[src/rtl/bus_pkg.sv]
// bus_pkg: shared definitions for the system memory-mapped bus.
//   - bus widths, SPART base word address
//   - bus response codes, bus_master_port FSM states
package bus_pkg;

  localparam int unsigned BUS_ADDR_W = 30;
  localparam int unsigned BUS_DATA_W = 32;

  localparam logic [BUS_ADDR_W-1:0] SPART_BASE_ADDR = 30'h3E00000;

  // Status reported on rsp_status when a transaction is aborted by timeout.
  localparam logic [1:0] TIMEOUT_STATUS = 2'b11;

  typedef enum logic [1:0] {
    OKAY   = 2'b00,
    SLVERR = 2'b10,
    DECERR = 2'b11
  } bus_resp_e;

  typedef enum logic [1:0] {
    ST_IDLE,
    ST_REQ,
    ST_WAIT,
    ST_RESP
  } bm_state_e;

endpackage

[src/rtl/bus_master_port_if.sv]
// bus_master_port_if: memory-mapped bus signals between an initiator and
// the bus fabric / responder.
//   master modport: drives m_burstcount, m_address, m_writedata,
//                   m_byteenable, m_read, m_write; receives m_waitrequest,
//                   m_readdata, m_readdatavalid, m_writeresponsevalid,
//                   m_response.
//   slave modport:  the mirror image.
interface bus_master_port_if;
  import bus_pkg::*;

  logic [4:0]            m_burstcount;
  logic [BUS_ADDR_W-1:0] m_address;
  logic [BUS_DATA_W-1:0] m_writedata;
  logic [3:0]            m_byteenable;
  logic                  m_read;
  logic                  m_write;
  logic                  m_waitrequest;
  logic [BUS_DATA_W-1:0] m_readdata;
  logic                  m_readdatavalid;
  logic                  m_writeresponsevalid;
  logic [1:0]            m_response;

  modport master (
    output m_burstcount, m_address, m_writedata, m_byteenable, m_read, m_write,
    input  m_waitrequest, m_readdata, m_readdatavalid, m_writeresponsevalid,
           m_response
  );

  modport slave (
    input  m_burstcount, m_address, m_writedata, m_byteenable, m_read, m_write,
    output m_waitrequest, m_readdata, m_readdatavalid, m_writeresponsevalid,
           m_response
  );

endinterface

[src/rtl/bus_master_port.sv]
// bus_master_port: single-outstanding bus initiator. Converts a
// command/response handshake into one read or write on the memory-mapped
// bus, honouring m_waitrequest and matching the response to the command.
//   clk, rst_n        : clock, asynchronous active-low reset
//   cmd_*             : command handshake (valid/ready, write, address,
//                       writedata, byteenable)
//   rsp_*             : response handshake (valid/ready, readdata, status,
//                       timeout flag)
//   busy              : FSM is not idle
//   m                 : bus_master_port_if.master (m_* bus signals)
// Optional feature macro BUS_MASTER_TIMEOUT_EN: aborts a transaction after
// TIMEOUT_CYCLES cycles in REQ/WAIT; without it the block waits forever and
// rsp_timeout is constant 0.
module bus_master_port
  import bus_pkg::*;
#(
  parameter int unsigned TIMEOUT_CYCLES = 255
) (
  input  logic                  clk,
  input  logic                  rst_n,
  input  logic                  cmd_valid,
  output logic                  cmd_ready,
  input  logic                  cmd_write,
  input  logic [BUS_ADDR_W-1:0] cmd_address,
  input  logic [BUS_DATA_W-1:0] cmd_writedata,
  input  logic [3:0]            cmd_byteenable,
  output logic                  rsp_valid,
  input  logic                  rsp_ready,
  output logic [BUS_DATA_W-1:0] rsp_readdata,
  output logic [1:0]            rsp_status,
  output logic                  rsp_timeout,
  output logic                  busy,
  bus_master_port_if.master     m
);

  if (TIMEOUT_CYCLES == 0 || TIMEOUT_CYCLES > 65535) begin : g_cfg_check
    $error("TIMEOUT_CYCLES must be in 1..65535");
  end

  bm_state_e state, state_nxt;

  logic                  cmd_take, bus_taken, rsp_capture, rsp_taken;
  logic                  tmo_hit, tmo_abort;
  logic                  req_write, req_rd, req_wr;
  logic [BUS_ADDR_W-1:0] req_addr;
  logic [BUS_DATA_W-1:0] req_wdata;
  logic [3:0]            req_be;

  assign cmd_ready = (state == ST_IDLE);
  assign busy      = (state != ST_IDLE);

  assign m.m_burstcount = 5'd1;
  assign m.m_address    = req_addr;
  assign m.m_writedata  = req_wdata;
  assign m.m_byteenable = req_be;
  assign m.m_read       = req_rd;
  assign m.m_write      = req_wr;

  always_ff @(posedge clk or negedge rst_n) begin
    if (!rst_n) state <= ST_IDLE;
    else        state <= state_nxt;
  end

  // Only the response type matching the outstanding command is honoured in
  // WAIT; anything seen in other states is simply not looked at.
  always_comb begin
    state_nxt   = state;
    cmd_take    = 1'b0;
    bus_taken   = 1'b0;
    rsp_capture = 1'b0;
    rsp_taken   = 1'b0;
    tmo_abort   = 1'b0;
    unique case (state)
      ST_IDLE: begin
        if (cmd_valid) begin
          cmd_take  = 1'b1;
          state_nxt = ST_REQ;
        end
      end
      ST_REQ: begin
        if (tmo_hit) begin
          tmo_abort = 1'b1;
          state_nxt = ST_RESP;
        end else if (!m.m_waitrequest) begin
          bus_taken = 1'b1;
          state_nxt = ST_WAIT;
        end
      end
      ST_WAIT: begin
        if (tmo_hit) begin
          tmo_abort = 1'b1;
          state_nxt = ST_RESP;
        end else if (req_write ? m.m_writeresponsevalid : m.m_readdatavalid) begin
          rsp_capture = 1'b1;
          state_nxt   = ST_RESP;
        end
      end
      ST_RESP: begin
        if (rsp_ready) begin
          rsp_taken = 1'b1;
          state_nxt = ST_IDLE;
        end
      end
    endcase
  end

  always_ff @(posedge clk or negedge rst_n) begin
    if (!rst_n) begin
      req_addr     <= '0;
      req_wdata    <= '0;
      req_be       <= '0;
      req_write    <= 1'b0;
      req_rd       <= 1'b0;
      req_wr       <= 1'b0;
      rsp_valid    <= 1'b0;
      rsp_readdata <= '0;
      rsp_status   <= '0;
    end else begin
      if (cmd_take) begin
        req_addr  <= cmd_address;
        req_wdata <= cmd_writedata;
        req_be    <= cmd_byteenable;
        req_write <= cmd_write;
        req_rd    <= !cmd_write;
        req_wr    <= cmd_write;
      end
      if (bus_taken || tmo_abort) begin
        req_rd <= 1'b0;
        req_wr <= 1'b0;
      end
      if (rsp_capture) begin
        rsp_valid    <= 1'b1;
        rsp_status   <= m.m_response;
        rsp_readdata <= req_write ? '0 : m.m_readdata;
      end
      if (tmo_abort) begin
        rsp_valid    <= 1'b1;
        rsp_status   <= TIMEOUT_STATUS;
        rsp_readdata <= '0;
      end
      if (rsp_taken) rsp_valid <= 1'b0;
    end
  end

`ifdef BUS_MASTER_TIMEOUT_EN
  localparam logic [15:0] TMO_LAST = 16'(TIMEOUT_CYCLES - 1);

  logic [15:0] tmo_cnt;
  logic        tmo_flag;

  // tmo_cnt holds the number of cycles already spent in REQ/WAIT, so the
  // abort fires in the cycle that completes TIMEOUT_CYCLES.
  always_ff @(posedge clk or negedge rst_n) begin
    if (!rst_n)                                   tmo_cnt <= '0;
    else if (cmd_take)                            tmo_cnt <= '0;
    else if (state == ST_REQ || state == ST_WAIT) tmo_cnt <= tmo_cnt + 16'd1;
  end

  assign tmo_hit = (state == ST_REQ || state == ST_WAIT) && (tmo_cnt == TMO_LAST);

  always_ff @(posedge clk or negedge rst_n) begin
    if (!rst_n)         tmo_flag <= 1'b0;
    else if (tmo_abort) tmo_flag <= 1'b1;
    else if (rsp_taken) tmo_flag <= 1'b0;
  end

  assign rsp_timeout = tmo_flag;
`else
  assign tmo_hit     = 1'b0;
  assign rsp_timeout = 1'b0;
`endif

endmodule

[src/flat_wrapper.sv]
// flat-port wrapper written by rule: the top's interface ports become plain ports
module bus_master_port_flat import bus_pkg::*;
#(
  parameter int unsigned TIMEOUT_CYCLES = 255
)
  (clk, rst_n, cmd_valid, cmd_ready, cmd_write, cmd_address, cmd_writedata, cmd_byteenable, rsp_valid, rsp_ready, rsp_readdata, rsp_status, rsp_timeout, busy, m_m_burstcount, m_m_address, m_m_writedata, m_m_byteenable, m_m_read, m_m_write, m_m_waitrequest, m_m_readdata, m_m_readdatavalid, m_m_writeresponsevalid, m_m_response);
  bus_master_port_if m_i ();
  input  logic clk;
  input  logic rst_n;
  input  logic cmd_valid;
  output logic cmd_ready;
  input  logic cmd_write;
  input  logic [BUS_ADDR_W-1:0] cmd_address;
  input  logic [BUS_DATA_W-1:0] cmd_writedata;
  input  logic [3:0] cmd_byteenable;
  output logic rsp_valid;
  input  logic rsp_ready;
  output logic [BUS_DATA_W-1:0] rsp_readdata;
  output logic [1:0] rsp_status;
  output logic rsp_timeout;
  output logic busy;
  output wire logic [$bits(m_i.m_burstcount)-1:0] m_m_burstcount;
  output wire logic [$bits(m_i.m_address)-1:0] m_m_address;
  output wire logic [$bits(m_i.m_writedata)-1:0] m_m_writedata;
  output wire logic [$bits(m_i.m_byteenable)-1:0] m_m_byteenable;
  output wire logic [$bits(m_i.m_read)-1:0] m_m_read;
  output wire logic [$bits(m_i.m_write)-1:0] m_m_write;
  input wire logic [$bits(m_i.m_waitrequest)-1:0] m_m_waitrequest;
  input wire logic [$bits(m_i.m_readdata)-1:0] m_m_readdata;
  input wire logic [$bits(m_i.m_readdatavalid)-1:0] m_m_readdatavalid;
  input wire logic [$bits(m_i.m_writeresponsevalid)-1:0] m_m_writeresponsevalid;
  input wire logic [$bits(m_i.m_response)-1:0] m_m_response;
  assign m_m_burstcount = m_i.m_burstcount;
  assign m_m_address = m_i.m_address;
  assign m_m_writedata = m_i.m_writedata;
  assign m_m_byteenable = m_i.m_byteenable;
  assign m_m_read = m_i.m_read;
  assign m_m_write = m_i.m_write;
  assign m_i.m_waitrequest = m_m_waitrequest;
  assign m_i.m_readdata = m_m_readdata;
  assign m_i.m_readdatavalid = m_m_readdatavalid;
  assign m_i.m_writeresponsevalid = m_m_writeresponsevalid;
  assign m_i.m_response = m_m_response;
  bus_master_port #(.TIMEOUT_CYCLES(TIMEOUT_CYCLES)) u_core (.clk(clk), .rst_n(rst_n), .cmd_valid(cmd_valid), .cmd_ready(cmd_ready), .cmd_write(cmd_write), .cmd_address(cmd_address), .cmd_writedata(cmd_writedata), .cmd_byteenable(cmd_byteenable), .rsp_valid(rsp_valid), .rsp_ready(rsp_ready), .rsp_readdata(rsp_readdata), .rsp_status(rsp_status), .rsp_timeout(rsp_timeout), .busy(busy), .m(m_i));
endmodule
[config.mk]
export PLATFORM = sky130hd
export DESIGN_NAME = bus_master_port_flat
export DESIGN_NICKNAME = d
export VERILOG_FILES = /design/src/rtl/bus_pkg.sv /design/src/rtl/bus_master_port_if.sv /design/src/rtl/bus_master_port.sv /design/src/flat_wrapper.sv
export SDC_FILE = /design/constraint.sdc
export NUM_CORES = 1
export LEC_CHECK = 0
export CAP_MARGIN = 25
export CORE_AREA = 5 5 103 114
export CTS_CLUSTER_SIZE = 12
export DETAILED_ROUTE_END_ITERATION = 10
export DIE_AREA = 0 0 108 119
export PLACE_DENSITY_LB_ADDON = 0.2
export SYNTH_ARGS = -nofsm -noshare
export SYNTH_HDL_FRONTEND = slang
export SYNTH_SLANG_ARGS = --single-unit
[constraint.sdc]
create_clock -name clk -period 4.72 [get_ports clk]
set_input_delay 0.472 -clock clk [delete_from_list [all_inputs] [get_ports clk]]
set_output_delay 0.472 -clock clk [all_outputs]
set_load 0.05 [all_outputs]
==> summary.txt <==
Status = complete, no violations
Hold Fails Final Rpt = 0
Sw Pwr = 0.00276 W
All-Layer GR Usage = 0.179
Reg2Reg Setup Slack = 2410 ps
Detail Route Antenna Nets = 0
Endpoint of the worst register-to-register path = u_core.m.m_writedata[20]
Total die area = 12900 µm²
Internal power = 0.00322 W
Post-synth EDFFs = 0
Routed WL = 11.4 mm
Count of cell types in the netlist = 25
Post-CTS Setup Bufs = 0
Wire length per cell = 17.5 µm
Cts hold-fix bufs = 0
Buffers added on ports = 212
Max-Cap Viols = 0
Max-slew headroom = 0.443
Vias/cell = 4.67
Synth top area share = 0.593
Core box area = 10300 µm²
Syn-to-layout area delta = 57.1%
CTS tree = yes
P_leak = 3.08 nW
Post-Place Cells = 633
Drt first-iter violations = 77
Synth top area cells = dfrtp_1, mux2_1, mux2_4
Vias in the first global route = 3299
Worst hold path class = in -> async
Post-Layout Cell Count = 649
Fill cells = 785
Total Neg Setup Slack = 0 ps
Seq/Total Area, Yosys = 0.593
Slew Limit Fails = 0
Post-CTS Resized = 0
Pwr Density = 852 nW/µm²
Avg Inst Size Synth = 15.4 µm²
Post-route DRC = 0
Final nets = 614
Crit path required time = 4250 ps
Worst r2r path cells = 5
Max VDD drop = 0.520 mV
Clk sinks = 106
Part of the cycle the worst path needs = 0.517
Most common flop cell mapped by yosys = dfrtp_1
Worst EP arrival = 1970 ps
Post-DP Area = 6670 µm²
First-pass iteration count of the detailed router = 4
Worst-path clk slew = 70 ps
Commonest cells post-synth = dfrtp_1, mux2_1, nor2b_1
Skew-Pair Late Insertion Delay = 340 ps
Reg-to-reg startpoint = u_core.state[0]
First-pass GRT wire length = 17.7 mm
Syn Inst Count = 290
Post-synthesis register bit count = 106
Width of the die = 108 µm
Reg area = 2650 µm²
Path type of the worst setup path = reg -> out
Clock H-tree levels = 3
I/O pins = 219
Fin crit period = 2440 ps
Clk root buf = clkbuf_16
Clock share of power = 0.146
Die Span Y = 119 µm
Crit start category = flip-flop
Footprint of the multi-input gates = 1660 µm²
Post-Syn Area = 4470 µm²
Critical path endpoint category = output port
Flop pwr share = 0.267
Skew final = 6.38 ps
Inserted Clock Buffers = 9
HPWL Detailed = 8.71 mm
Via count = 3028
Rows = 39
N_diodes = 0
GR Overflow Total = 0
Most frequent cell after synthesis = dfrtp_1
Initial antenna violation count = 0
Max frequency = 410 MHz
Maximum net fanout on the critical path = 4
Final setup violation count = 0
Layout cells sized above 1 = 0.103
Largest net degree at the start of global routing = 67
Leading area contributor after synthesis = dfrtp_1
Initial core utilization = 0.432
Syn. warnings = 0
Logic pwr share = 0.587
Non-Filler Cell Area, Final = 7020 µm²
Net Sw Frac = 0.462
GPL Wtd Cong = 0.750
Bufs on Longest Clock Path = 2
Ys async rst share = 1.00
RSZ-0062 raised after global routing = no
Worst slew pin tran = 836 ps
-- cell families (layout without fill, tap and decap cells) --
| group | count (synthesis) | in the layout | share of synthesized area |
|---|---|---|---|
| compound gates | 5 | 5 | 0.00924 |
| other cells | 2 | 6 | 0.00168 |
| fa+ha+maj | 5 | 5 | 0.0140 |
| simple gates | 46 | 46 | 0.0613 |
| buf+inv | 24 | 236 | 0.0395 |
| flops | 106 | 106 | 0.593 |
| mux | 102 | 102 | 0.281 |
-- routing by layer --
layer | track usage | up-vias | share of wire
met3 | 0.0709 | 26 | 0.074
met5 | 0 | - | 0
met2 | 0.294 | 123 | 0.50
met4 | 0.0923 | 0 | 0.043
li1 | - | 1397 | -
met1 | 0.201 | 1482 | 0.38
-- cells in the final DEF (no fill, tap or decap), types with 2 or more instances in the layout --
| cell | instances |
|---|---|
| clkdlybuf4s50_1 | 211 |
| dfrtp_1 | 106 |
| mux2_1 | 72 |
| nor2b_1 | 32 |
| mux2_4 | 29 |
| clkbuf_16 | 9 |
| conb_1 | 6 |
| ha_1 | 5 |
| inv_1 | 4 |
| nand2_1 | 4 |
| buf_4 | 4 |
| and2b_1 | 3 |
| bufinv_16 | 3 |
| a21oi_1 | 2 |
| clkbuf_8 | 2 |
-- state kept, by name, indices dropped and copies added (netlist names) --
signal	flops
u_core.m.m_byteenable	4
u_core.req_write	1
u_core.state	2
u_core.m.m_address	30
u_core.rsp_valid	1
u_core.rsp_status	2
u_core.m.m_read	1
u_core.m.m_writedata	32
u_core.rsp_readdata	32
u_core.m.m_write	1
-- worst max path at each step --
| stage | start | to | cells after the start |
|---|---|---|---|
| 6_report | u_core.state[0] | busy | 4 |
| 5_1_grt | u_core.state[0] | busy | 4 |
| 4_1_cts | u_core.state[0] | busy | 4 |
| 3_5_place_dp | cmd_valid | u_core.m.m_writedata[10] | 4 |
| 3_3_place_gp | m_m_writeresponsevalid | u_core.rsp_readdata[2] | 4 |
| 2_1_floorplan | u_core.state[0] | u_core.state[1] | 5 |
-- cell type report --
type	instances	area share
Multi-Input combinational cell	164	0.237
Tap cell	143	0.0255
Clock inverter	4	0.0139
Inverter	4	0.00214
Sequential cell	106	0.378
Timing Repair Buffer	216	0.308
Clock buffer	12	0.0365
-- metrics by stage --
stage / worst slack, ps / power, W / hold WS (ps) / utilization
after floorplan: 2940 / 0.00396 / 176 / -
after global placement: 2170 / 0.00509 / 473 / 0.643
after detailed placement: 2180 / 0.00516 / 481 / 0.645
after CTS: 2260 / 0.00605 / 261 / 0.679
after global routing: 2160 / 0.00625 / 302 / 0.679
final: 2280 / 0.00598 / 234 / 0.679
-- critical path: stages (launching register included) --
cell             delay (ps)
dfrtp_1                 400
inv_1                   100
ha_1                    260
inv_1                    70
clkdlybuf4s50_1         790
-- power groups by stage --
stage / Clock (W) / Combinational (W) / Sequential [W]
2_1_floorplan: 0 / 0.000835 / 0.00312
3_3_place_gp: 0 / 0.00349 / 0.00159
3_5_place_dp: 0 / 0.00355 / 0.00161
4_1_cts: 0.000890 / 0.00356 / 0.00160
5_1_grt: 0.000935 / 0.00366 / 0.00166
6_report: 0.000874 / 0.00351 / 0.00160
Power figures use the tool's default switching activity.
